<file path="src/rtl/decred_result_collector_if.sv">
// rtl/decred_result_collector_if.sv - Shared hash read bus and result FIFO signals of the result collector
interface decred_result_collector_if #(
  parameter int NUMBER_OF_MACROS = 4,
  parameter int MACRO_IDX_W      = 2,
  parameter int FIFO_DEPTH       = 8
);
  localparam int CNT_W = $clog2(FIFO_DEPTH) + 1;

  logic [NUMBER_OF_MACROS-1:0] DATA_AVAILABLE;
  logic                        BUS_REQ;
  logic                        BUS_GNT;
  logic [NUMBER_OF_MACROS-1:0] MACRO_RD_SELECT;
  logic [5:0]                  HASH_ADDR;
  logic [7:0]                  DATA_FROM_HASH;
  logic                        RESULT_VALID;
  logic [31:0]                 RESULT_DATA;
  logic [MACRO_IDX_W-1:0]      RESULT_MACRO;
  logic                        RESULT_POP;
  logic [CNT_W-1:0]            RESULT_COUNT;
  logic                        IRQ_PENDING;

  modport master (
    input  DATA_AVAILABLE, BUS_GNT, DATA_FROM_HASH, RESULT_POP,
    output BUS_REQ, MACRO_RD_SELECT, HASH_ADDR, RESULT_VALID, RESULT_DATA,
           RESULT_MACRO, RESULT_COUNT, IRQ_PENDING
  );

  modport slave (
    output DATA_AVAILABLE, BUS_GNT, DATA_FROM_HASH, RESULT_POP,
    input  BUS_REQ, MACRO_RD_SELECT, HASH_ADDR, RESULT_VALID, RESULT_DATA,
           RESULT_MACRO, RESULT_COUNT, IRQ_PENDING
  );
endinterface

</file>
<file path="src/rtl/decred_result_collector.sv">
// rtl/decred_result_collector.sv - Round-robin nonce readback from hash macros into a FWFT result FIFO
module decred_result_collector #(
  parameter int         NUMBER_OF_MACROS = 4,
  parameter int         MACRO_IDX_W      = 2,
  parameter logic [5:0] RESULT_ADDR_BASE = 6'h38,
  parameter int         FIFO_DEPTH       = 8
) (
  input  logic                      CLK,
  input  logic                      RESET,
  decred_result_collector_if.master bus
);
  localparam int PTR_W  = $clog2(FIFO_DEPTH);
  localparam int CNT_W  = PTR_W + 1;
  localparam int IDX1_W = MACRO_IDX_W + 1;
  localparam int ENT_W  = MACRO_IDX_W + 32;

  localparam logic [2:0] ST_IDLE    = 3'd0;
  localparam logic [2:0] ST_REQ     = 3'd1;
  localparam logic [2:0] ST_READ    = 3'd2;
  localparam logic [2:0] ST_CAPTURE = 3'd3;
  localparam logic [2:0] ST_PUSH    = 3'd4;

  logic [2:0]                  state_q, state_d;
  logic [MACRO_IDX_W-1:0]      sel_q, sel_d;
  logic [MACRO_IDX_W-1:0]      rr_ptr_q, rr_ptr_d;
  logic [1:0]                  k_q, k_d;
  logic [31:0]                 nonce_q, nonce_d;
  logic [NUMBER_OF_MACROS-1:0] mask_q, mask_d;
  logic                        bus_req_q, bus_req_d;
  logic [NUMBER_OF_MACROS-1:0] rd_select_q, rd_select_d;
  logic [5:0]                  hash_addr_q, hash_addr_d;
  logic [ENT_W-1:0]            fifo_q [FIFO_DEPTH];
  logic [ENT_W-1:0]            fifo_d [FIFO_DEPTH];
  logic [PTR_W-1:0]            wr_ptr_q, wr_ptr_d, rd_ptr_q, rd_ptr_d;
  logic [CNT_W-1:0]            count_q, count_d;

  logic [NUMBER_OF_MACROS-1:0] eligible;
  logic [IDX1_W-1:0]           cand;
  logic [MACRO_IDX_W-1:0]      pick;
  logic                        found;
  logic [1:0]                  byte_idx;
  logic                        push, pop;
  logic [ENT_W-1:0]            head;

  always_comb begin
    eligible = bus.DATA_AVAILABLE & ~mask_q;
    found    = 1'b0;
    pick     = '0;
    cand     = '0;
    for (int o = 0; o < NUMBER_OF_MACROS; o++) begin
      cand = {1'b0, rr_ptr_q} + IDX1_W'(o);
      if (cand >= IDX1_W'(NUMBER_OF_MACROS)) cand = cand - IDX1_W'(NUMBER_OF_MACROS);
      if (!found && eligible[cand[MACRO_IDX_W-1:0]]) begin
        found = 1'b1;
        pick  = cand[MACRO_IDX_W-1:0];
      end
    end

    state_d  = state_q;
    sel_d    = sel_q;
    rr_ptr_d = rr_ptr_q;
    k_d      = k_q;
    nonce_d  = nonce_q;
    byte_idx = k_q - 2'd1;
    push     = 1'b0;
    case (state_q)
      ST_IDLE: begin
        if (found && (count_q < CNT_W'(FIFO_DEPTH))) begin
          sel_d   = pick;
          state_d = ST_REQ;
        end
      end
      ST_REQ: begin
        if (bus.BUS_GNT) begin
          state_d = ST_READ;
          k_d     = 2'd0;
        end
      end
      ST_READ: begin
        if (!bus.BUS_GNT) begin
          state_d = ST_REQ;
          k_d     = 2'd0;
          nonce_d = '0;
        end else begin
          // Data lags the address by one cycle, so this cycle carries byte k-1.
          if (k_q != 2'd0) nonce_d[{byte_idx, 3'b000} +: 8] = bus.DATA_FROM_HASH;
          if (k_q == 2'd3) state_d = ST_CAPTURE;
          else             k_d     = k_q + 2'd1;
        end
      end
      ST_CAPTURE: begin
        if (!bus.BUS_GNT) begin
          state_d = ST_REQ;
          k_d     = 2'd0;
          nonce_d = '0;
        end else begin
          nonce_d[31:24] = bus.DATA_FROM_HASH;
          state_d        = ST_PUSH;
        end
      end
      ST_PUSH: begin
        push     = 1'b1;
        rr_ptr_d = (sel_q == MACRO_IDX_W'(NUMBER_OF_MACROS - 1)) ? '0 : sel_q + 1'b1;
        state_d  = ST_IDLE;
      end
      default: state_d = ST_IDLE;
    endcase

    // Bus outputs are registered copies of what the next state will drive.
    bus_req_d   = (state_d == ST_REQ) || (state_d == ST_READ) || (state_d == ST_CAPTURE);
    rd_select_d = '0;
    hash_addr_d = '0;
    if (state_d == ST_READ) begin
      rd_select_d = NUMBER_OF_MACROS'(1) << sel_d;
      hash_addr_d = RESULT_ADDR_BASE + {4'b0000, k_d};
    end else if (state_d == ST_CAPTURE) begin
      rd_select_d = NUMBER_OF_MACROS'(1) << sel_d;
      hash_addr_d = RESULT_ADDR_BASE + 6'd3;
    end

    mask_d = mask_q & bus.DATA_AVAILABLE;
    if (push) mask_d = mask_d | (NUMBER_OF_MACROS'(1) << sel_q);
  end

  always_comb begin
    pop    = bus.RESULT_POP && (count_q != '0);
    fifo_d = fifo_q;
    if (push) fifo_d[wr_ptr_q] = {sel_q, nonce_q};
    wr_ptr_d = wr_ptr_q + PTR_W'(push);
    rd_ptr_d = rd_ptr_q + PTR_W'(pop);
    count_d  = count_q + CNT_W'(push) - CNT_W'(pop);
  end

  always_ff @(posedge CLK) begin
    if (RESET) begin
      state_q     <= ST_IDLE;
      sel_q       <= '0;
      rr_ptr_q    <= '0;
      k_q         <= '0;
      nonce_q     <= '0;
      mask_q      <= '0;
      bus_req_q   <= 1'b0;
      rd_select_q <= '0;
      hash_addr_q <= '0;
      fifo_q      <= '{default: '0};
      wr_ptr_q    <= '0;
      rd_ptr_q    <= '0;
      count_q     <= '0;
    end else begin
      state_q     <= state_d;
      sel_q       <= sel_d;
      rr_ptr_q    <= rr_ptr_d;
      k_q         <= k_d;
      nonce_q     <= nonce_d;
      mask_q      <= mask_d;
      bus_req_q   <= bus_req_d;
      rd_select_q <= rd_select_d;
      hash_addr_q <= hash_addr_d;
      fifo_q      <= fifo_d;
      wr_ptr_q    <= wr_ptr_d;
      rd_ptr_q    <= rd_ptr_d;
      count_q     <= count_d;
    end
  end

  assign head                = fifo_q[rd_ptr_q];
  assign bus.BUS_REQ         = bus_req_q;
  assign bus.MACRO_RD_SELECT = rd_select_q;
  assign bus.HASH_ADDR       = hash_addr_q;
  assign bus.RESULT_VALID    = (count_q != '0);
  assign bus.RESULT_DATA     = (count_q != '0) ? head[31:0] : '0;
  assign bus.RESULT_MACRO    = (count_q != '0) ? head[32 +: MACRO_IDX_W] : '0;
  assign bus.RESULT_COUNT    = count_q;
  assign bus.IRQ_PENDING     = (count_q != '0);
endmodule

</file>
<file path="src/flat_wrapper.sv">
// flat-port wrapper written by rule: the top's interface ports become plain ports
module decred_result_collector_flat 
#(
  parameter int         NUMBER_OF_MACROS = 4,
  parameter int         MACRO_IDX_W      = 2,
  parameter logic [5:0] RESULT_ADDR_BASE = 6'h38,
  parameter int         FIFO_DEPTH       = 8
)
  (CLK, RESET, bus_DATA_AVAILABLE, bus_BUS_GNT, bus_DATA_FROM_HASH, bus_RESULT_POP, bus_BUS_REQ, bus_MACRO_RD_SELECT, bus_HASH_ADDR, bus_RESULT_VALID, bus_RESULT_DATA, bus_RESULT_MACRO, bus_RESULT_COUNT, bus_IRQ_PENDING);
  decred_result_collector_if #(.NUMBER_OF_MACROS(NUMBER_OF_MACROS), .MACRO_IDX_W(MACRO_IDX_W), .FIFO_DEPTH(FIFO_DEPTH)) bus_i ();
  input  logic CLK;
  input  logic RESET;
  input wire logic [$bits(bus_i.DATA_AVAILABLE)-1:0] bus_DATA_AVAILABLE;
  input wire logic [$bits(bus_i.BUS_GNT)-1:0] bus_BUS_GNT;
  input wire logic [$bits(bus_i.DATA_FROM_HASH)-1:0] bus_DATA_FROM_HASH;
  input wire logic [$bits(bus_i.RESULT_POP)-1:0] bus_RESULT_POP;
  output wire logic [$bits(bus_i.BUS_REQ)-1:0] bus_BUS_REQ;
  output wire logic [$bits(bus_i.MACRO_RD_SELECT)-1:0] bus_MACRO_RD_SELECT;
  output wire logic [$bits(bus_i.HASH_ADDR)-1:0] bus_HASH_ADDR;
  output wire logic [$bits(bus_i.RESULT_VALID)-1:0] bus_RESULT_VALID;
  output wire logic [$bits(bus_i.RESULT_DATA)-1:0] bus_RESULT_DATA;
  output wire logic [$bits(bus_i.RESULT_MACRO)-1:0] bus_RESULT_MACRO;
  output wire logic [$bits(bus_i.RESULT_COUNT)-1:0] bus_RESULT_COUNT;
  output wire logic [$bits(bus_i.IRQ_PENDING)-1:0] bus_IRQ_PENDING;
  assign bus_i.DATA_AVAILABLE = bus_DATA_AVAILABLE;
  assign bus_i.BUS_GNT = bus_BUS_GNT;
  assign bus_i.DATA_FROM_HASH = bus_DATA_FROM_HASH;
  assign bus_i.RESULT_POP = bus_RESULT_POP;
  assign bus_BUS_REQ = bus_i.BUS_REQ;
  assign bus_MACRO_RD_SELECT = bus_i.MACRO_RD_SELECT;
  assign bus_HASH_ADDR = bus_i.HASH_ADDR;
  assign bus_RESULT_VALID = bus_i.RESULT_VALID;
  assign bus_RESULT_DATA = bus_i.RESULT_DATA;
  assign bus_RESULT_MACRO = bus_i.RESULT_MACRO;
  assign bus_RESULT_COUNT = bus_i.RESULT_COUNT;
  assign bus_IRQ_PENDING = bus_i.IRQ_PENDING;
  decred_result_collector #(.NUMBER_OF_MACROS(NUMBER_OF_MACROS), .MACRO_IDX_W(MACRO_IDX_W), .RESULT_ADDR_BASE(RESULT_ADDR_BASE), .FIFO_DEPTH(FIFO_DEPTH)) u_core (.CLK(CLK), .RESET(RESET), .bus(bus_i));
endmodule
</file>
<file path="config.mk">
export PLATFORM = sky130hd
export DESIGN_NAME = decred_result_collector_flat
export DESIGN_NICKNAME = d
export VERILOG_FILES = /design/src/rtl/decred_result_collector_if.sv /design/src/rtl/decred_result_collector.sv /design/src/flat_wrapper.sv
export SDC_FILE = /design/constraint.sdc
export NUM_CORES = 1
export LEC_CHECK = 0
export ABC_AREA = 1
export CORE_MARGIN = 1.5
export CORE_UTILIZATION = 38
export DETAILED_ROUTE_END_ITERATION = 6
export PLACE_DENSITY = 0.55
export SETUP_SLACK_MARGIN = 0.02
export SLEW_MARGIN = 20
export SYNTH_ARGS = -nofsm -noshare
export SYNTH_HDL_FRONTEND = slang
export SYNTH_SLANG_ARGS = --single-unit
export TNS_END_PERCENT = 20
</file>
<file path="constraint.sdc">
create_clock -name CLK -period 5 [get_ports CLK]
set_input_delay 0.5 -clock CLK [delete_from_list [all_inputs] [get_ports CLK]]
set_output_delay 0.5 -clock CLK [all_outputs]
set_load 0.02 [all_outputs]
</file>
After elaboration in Yosys (flattened, before gate mapping). Cells that the tools add are included.

Register bits: 338. Output and inout bits: 51. Word-level logic and storage cells: 141.

Add/sub/neg operators: 16. Magnitude comparators: 12. Eq/ne operators: 11. Shift operators: 4. Muxes and demuxes: 54. Bitwise gates (word level): 6. Reductions and logical operators: 17.

Operator list (number): $bwmux W272 (1); $bmux W34 S3 (1); $demux W34 S3 (1); $mux W34 (3); $mux W32 (3); $pmux W32 S2 (1); $bwmux W32 (1); $mux W2 (16); $shift A8 B7 Y32 const A (1); $shiftx A8 B7 Y32 (1); $mux W24 (1); $mux W3 (5); $eq A3 B2 Y1 const B (4); $lt A2 B3 Y1 const B (4); $mux W4 (3); $mux W6 (2); $pmux W3 S4 (1); $sub A2 B1 Y2 const B (5); $ge A3 B3 Y1 const B (3); $mux W1 (9); $and A4 B4 Y4 (2); $bmux W1 S2 (4); $ge A4 B4 Y1 const B (2); $mux W8 (1); other kinds (29) (45).

Depth between registers and ports, before layout.
Word-level depth: 20. Mapped depth: 13. Mapped depth without buffers: 12.

Least setup slack after synthesis. OpenSTA, ideal clock, no wires.

Path kind: register to register. Start: register u_core.count_q[2], in the netlist u_core.bus.RESULT_COUNT[2]. End: register u_core.count_q[2], in the netlist u_core.bus.RESULT_COUNT[2]. Setup time: 128 ps. Arrival time: 2440 ps. Data required time: 4872 ps. Setup slack: 2433 ps. Stages on the path, launching flop included: 13. Buffers on the path: 1. Period minus slack after synthesis: 2567 ps. Cell sequence: dfxtp_1 inv_1 ha_1 nand3_1 clkbuf_1 and2_1 ha_1 inv_1 ha_1 inv_1 fa_1 xor2_1 nor2_1.

Cells in the longest elaborated chain, start to end: 3.

RTL lines: start: declaration (RTL line decred_result_collector.sv:35) `logic [CNT_W-1:0] count_q, count_d;`; start signal: assignment (RTL line decred_result_collector.sv:162) `count_q <= count_d;`; $reduce_bool A4 Y1; net bus_IRQ_PENDING (RTL line flat_wrapper.sv:24) `output wire logic [$bits(bus_i.IRQ_PENDING)-1:0] bus_IRQ_PENDING;`; $logic_and A1 B1 Y1 (RTL line decred_result_collector.sv:126) `pop = bus.RESULT_POP && (count_q != '0);`; $sub A4 B1 Y4 (RTL line decred_result_collector.sv:131) `count_d = count_q + CNT_W'(push) - CNT_W'(pop);`.

The timed path passes the listed nets, and every way through them passes these cells. A chain may end at the register's enable or synchronous reset.

Worst setup path in the final report.
Start: register u_core.rd_ptr_q[0]. End: output bus_RESULT_DATA[13].

Cells in the longest elaborated chain, start to end: 5.

RTL lines: start: declaration (RTL line decred_result_collector.sv:34) `logic [PTR_W-1:0] wr_ptr_q, wr_ptr_d, rd_ptr_q, rd_ptr_d;`; start signal: assignment (RTL line decred_result_collector.sv:161) `rd_ptr_q <= rd_ptr_d;`; $not A3 Y4 (implied by the code) (RTL line decred_result_collector.sv:166) `assign head = fifo_q[rd_ptr_q];`; $bmux W34 S3 (RTL line decred_result_collector.sv:166); $mux W34 (implied by the code) (2 in series) (RTL line decred_result_collector.sv:166); $mux W32 (RTL line decred_result_collector.sv:171) `assign bus.RESULT_DATA = (count_q != '0) ? head[31:0] : '0;`; end: declaration (RTL line flat_wrapper.sv:21) `output wire logic [$bits(bus_i.RESULT_DATA)-1:0] bus_RESULT_DATA;`.

No other way between the ends. The select of a mux whose other input is x is not followed.

==> results by group <==
Global routing
  – First-pass GRT wire length: between 70 and 80 mm
  – GRT overflow: 0
  – Initial antenna violation count: 0
  – Pin count of the biggest net entering global routing: around 130
  – Vias in the first global route: 13000
  – Total global-route track usage: a little under a quarter

Timing
  – Worst-Margin Slew: 1.06 ns
  – Time the worst path needs with I/O delays and setup: 3.76 ns
  – Part of the cycle the worst path needs: 75.1%
  – Fmax: 0.266 GHz
  – Setup ws final: ~1.2 ns
  – RSZ-0062 raised after global routing: false
  – Slew HR: ~29%
  – Final hold violation count: 0
  – Clk_skew: between 0.01 and 0.015 ns
  – Max-slew violation count: 0
  – Final TNS setup: 0 ns
  – Final setup vio count: 0

Layout
  – P&R area growth vs syn: 13.6%
  – Layout cells sized above 1: around 6%
  – Non-filler cells, final: approximately 2500
  – Nets: roughly 2000
  – Commonest non-fill, non-tap cells in the layout: nor2_1 (588), o21ai_0 (445), dfxtp_1 (333)
  – Area of the multi-input gates: around 6700 um^2
  – Commonest non-fill, non-tap cell in the layout: nor2_1
  – FF/Latch Area: roughly 6700 um^2
  – Antenna fix cells: 0
  – FILL cells: around 3800

Floorplanning
  – Initial Util: about two fifths
  – DIE WIDTH: about 200 um
  – Boundary Pins: between 60 and 70
  – Placeable Area: ~38000 um^2
  – Die Ht: around 200 um
  – Num rows: just over 70
  – Die ar.: ~40000 um^2

Clock tree
  – Total clock sinks: 335
  – Post_cts resized: 0
  – CTS clk-pin slew, worst paths: 0.06 ns
  – CTS hold repair buffers: 0
  – Postcts setup bufs: 0
  – Clk Latency, worst-skew pair: ~0.54 ns
  – Inserted Clock Buffers: 39
  – Clk buf depth: 3
  – Root Driver: clkbuf_16
  – H-Tree Depth: 2
  – TritonCTS clock tree: done

Pwr
  – Tot Pwr: between 7 and 8 mW
  – PwrDens: 483 nW/um^2
  – IR drop worst, VDD: approximately 0.00029 V
  – Pint: 5.20 mW
  – Clock Power Share: between 30% and 40%
  – Logic pwr share: approximately 29%
  – Part of the power in registers: a little over a third
  – Static Leakage: 6.98 nW
  – Switch share: around a third
  – P_sw: about 2.7 mW

Drt
  – DRC Markers: 0
  – Via/cell ratio: 5.38
  – Post-Route WL: around 46 mm
  – 1st-pass router iterations: 6
  – Initial DRC Count: 929
  – Vias: 13500
  – DRT antenna net count: 0
  – WL/cell: about 18 um

Setup path
  – CP required: 4.50 ns
  – Arr. time, crit path: approximately 3.3 ns
  – Setup CP Type: register to output port
  – CP Capture Type: output port
  – Worst R2R Path Depth: 11
  – CP Launch Type: register
  – CP Max Fanout: 90

Place
  – I/O Buffers: 65
  – Post-Place Setup Slack: ~1.8 ns
  – HPWL Detailed: 25.9 mm
  – Dpl cells: about 2400
  – GP Congestion: roughly 0.8

Yosys
  – Syn Inst Count: between 2000 and 2500
  – Netlist cell types: 35
  – Mapped cell area: roughly 14000 um^2
  – Mapped Nets: 2050
  – Sequential area share after synthesis: 46.3%
  – Flops & latches, synth: ~340
  – Avg Cell Area, Syn: between 7 and 8 um^2
  – Synth Warn #: 0

Hold path
  – Hold path depth: 2
  – Worst min path class: register to register

Run status
  – Status: completed

Run
  – Max_cap viols: 0
## registers in the layout, summed over array words and instances, names as in the netlist
signal,count
u_core.bus.BUS_REQ,1
u_core.bus.HASH_ADDR,3
u_core.bus.MACRO_RD_SELECT,4
u_core.bus.RESULT_COUNT,4
u_core.fifo_q,272
u_core.k_q,2
u_core.mask_q,4
u_core.nonce_q,32
u_core.rd_ptr_q,3
u_core.rr_ptr_q,2
u_core.sel_q,2
u_core.state_q,3
u_core.wr_ptr_q,3
## power groups by stage
stage          clock network, mW  logic (mW)  registers (mW)
5_1_grt                     2.99        2.51            2.85
3_3_place_gp                   0        2.27            2.89
4_1_cts                     2.88        2.27            2.83
6_report                    2.83        2.27            2.84
2_1_floorplan                  0        1.46            2.84
3_5_place_dp                   0        2.26            2.89
## synth_stat cells (all sizes together)
library cell,number,area (um^2)
nand4,6,43.8
a211oi,1,7.51
xnor2,2,17.5
buf,75,433
nand2,60,230
fa,1,20.0
and2,2,12.5
conb,1,3.75
clkbuf,102,383
nor3b,6,45.0
dfxtp,335,6710
a21oi,139,696
a31oi,34,213
inv,65,246
o211ai,1,7.51
nor3,10,50.1
o21ai,475,2380
nor2,599,2300
o22ai,36,225
or2,1,6.26
clkinv,11,41.3
nand3,36,180
xor2,1,8.76
ha,17,213
## cell type report
cell class | instances | share of cell area [%]
clock buffers | 52 | 6.60
clock inverters | 17 | 1.07
inverters | 76 | 1.79
multi-input cells | 1428 | 40.7
flip-flops and latches | 335 | 40.8
well taps | 511 | 3.89
repair buffers | 87 | 5.11
## final timing paths
path	start	end	slack [ns]
worst max-delay path	u_core.rd_ptr_q[0]$_SDFF_PP0_	bus_RESULT_DATA[13]	1.24
worst max register to register	u_core.bus.RESULT_COUNT[2]$_SDFF_PP0_	u_core.bus.RESULT_COUNT[2]$_SDFF_PP0_	2.07
worst min register to register	u_core.mask_q[3]$_SDFF_PP0_	u_core.mask_q[3]$_SDFF_PP0_	0.45
worst min-delay path	u_core.mask_q[3]$_SDFF_PP0_	u_core.mask_q[3]$_SDFF_PP0_	0.45
## cells by family (layout without fill, tap and decap cells)
group,Yosys count,after routing,share of synthesized area [%]
AND/OR/NAND/NOR,720,720,19.9
flip-flops,335,335,46.3
adder cells (fa/ha/maj),18,18,1.61
other,1,1,0.0259
buffers and inverters,253,232,7.63
AO/OA/AOI/OAI,686,686,24.4
XOR/XNOR,3,3,0.182
## critical path, stage by stage (launching register included)
cell	delay, ns
dfxtp_4	0.73
buf_12	0.37
o21ai_0	0.14
o22ai_1	0.19
o21ai_0	0.11
a31oi_1	0.34
clkdlybuf4s50_1	0.67
## through the flow
stage / hold slack [ns] / utilization (%) / area (um^2)
floorplan: 0.436 / - / 14500
detailed placement: 0.452 / 40.4 / 15200
global placement: 0.447 / 40.4 / 15200
global route: 0.499 / 43.8 / 16400
CTS: 0.459 / 43.8 / 16400
finish: 0.455 / 43.8 / 16400
## routing by layer
metal | vias to the layer above | GRT usage, % | share of wire (%)
li1 | 6607 | - | -
met1 | 6400 | 30.9 | 45
met2 | 379 | 40.4 | 48
met3 | 89 | 2.88 | 4.9
met4 | 0 | 8.20 | 2.5
met5 | - | 0 | 0
(Power assumes the default switching activity.)
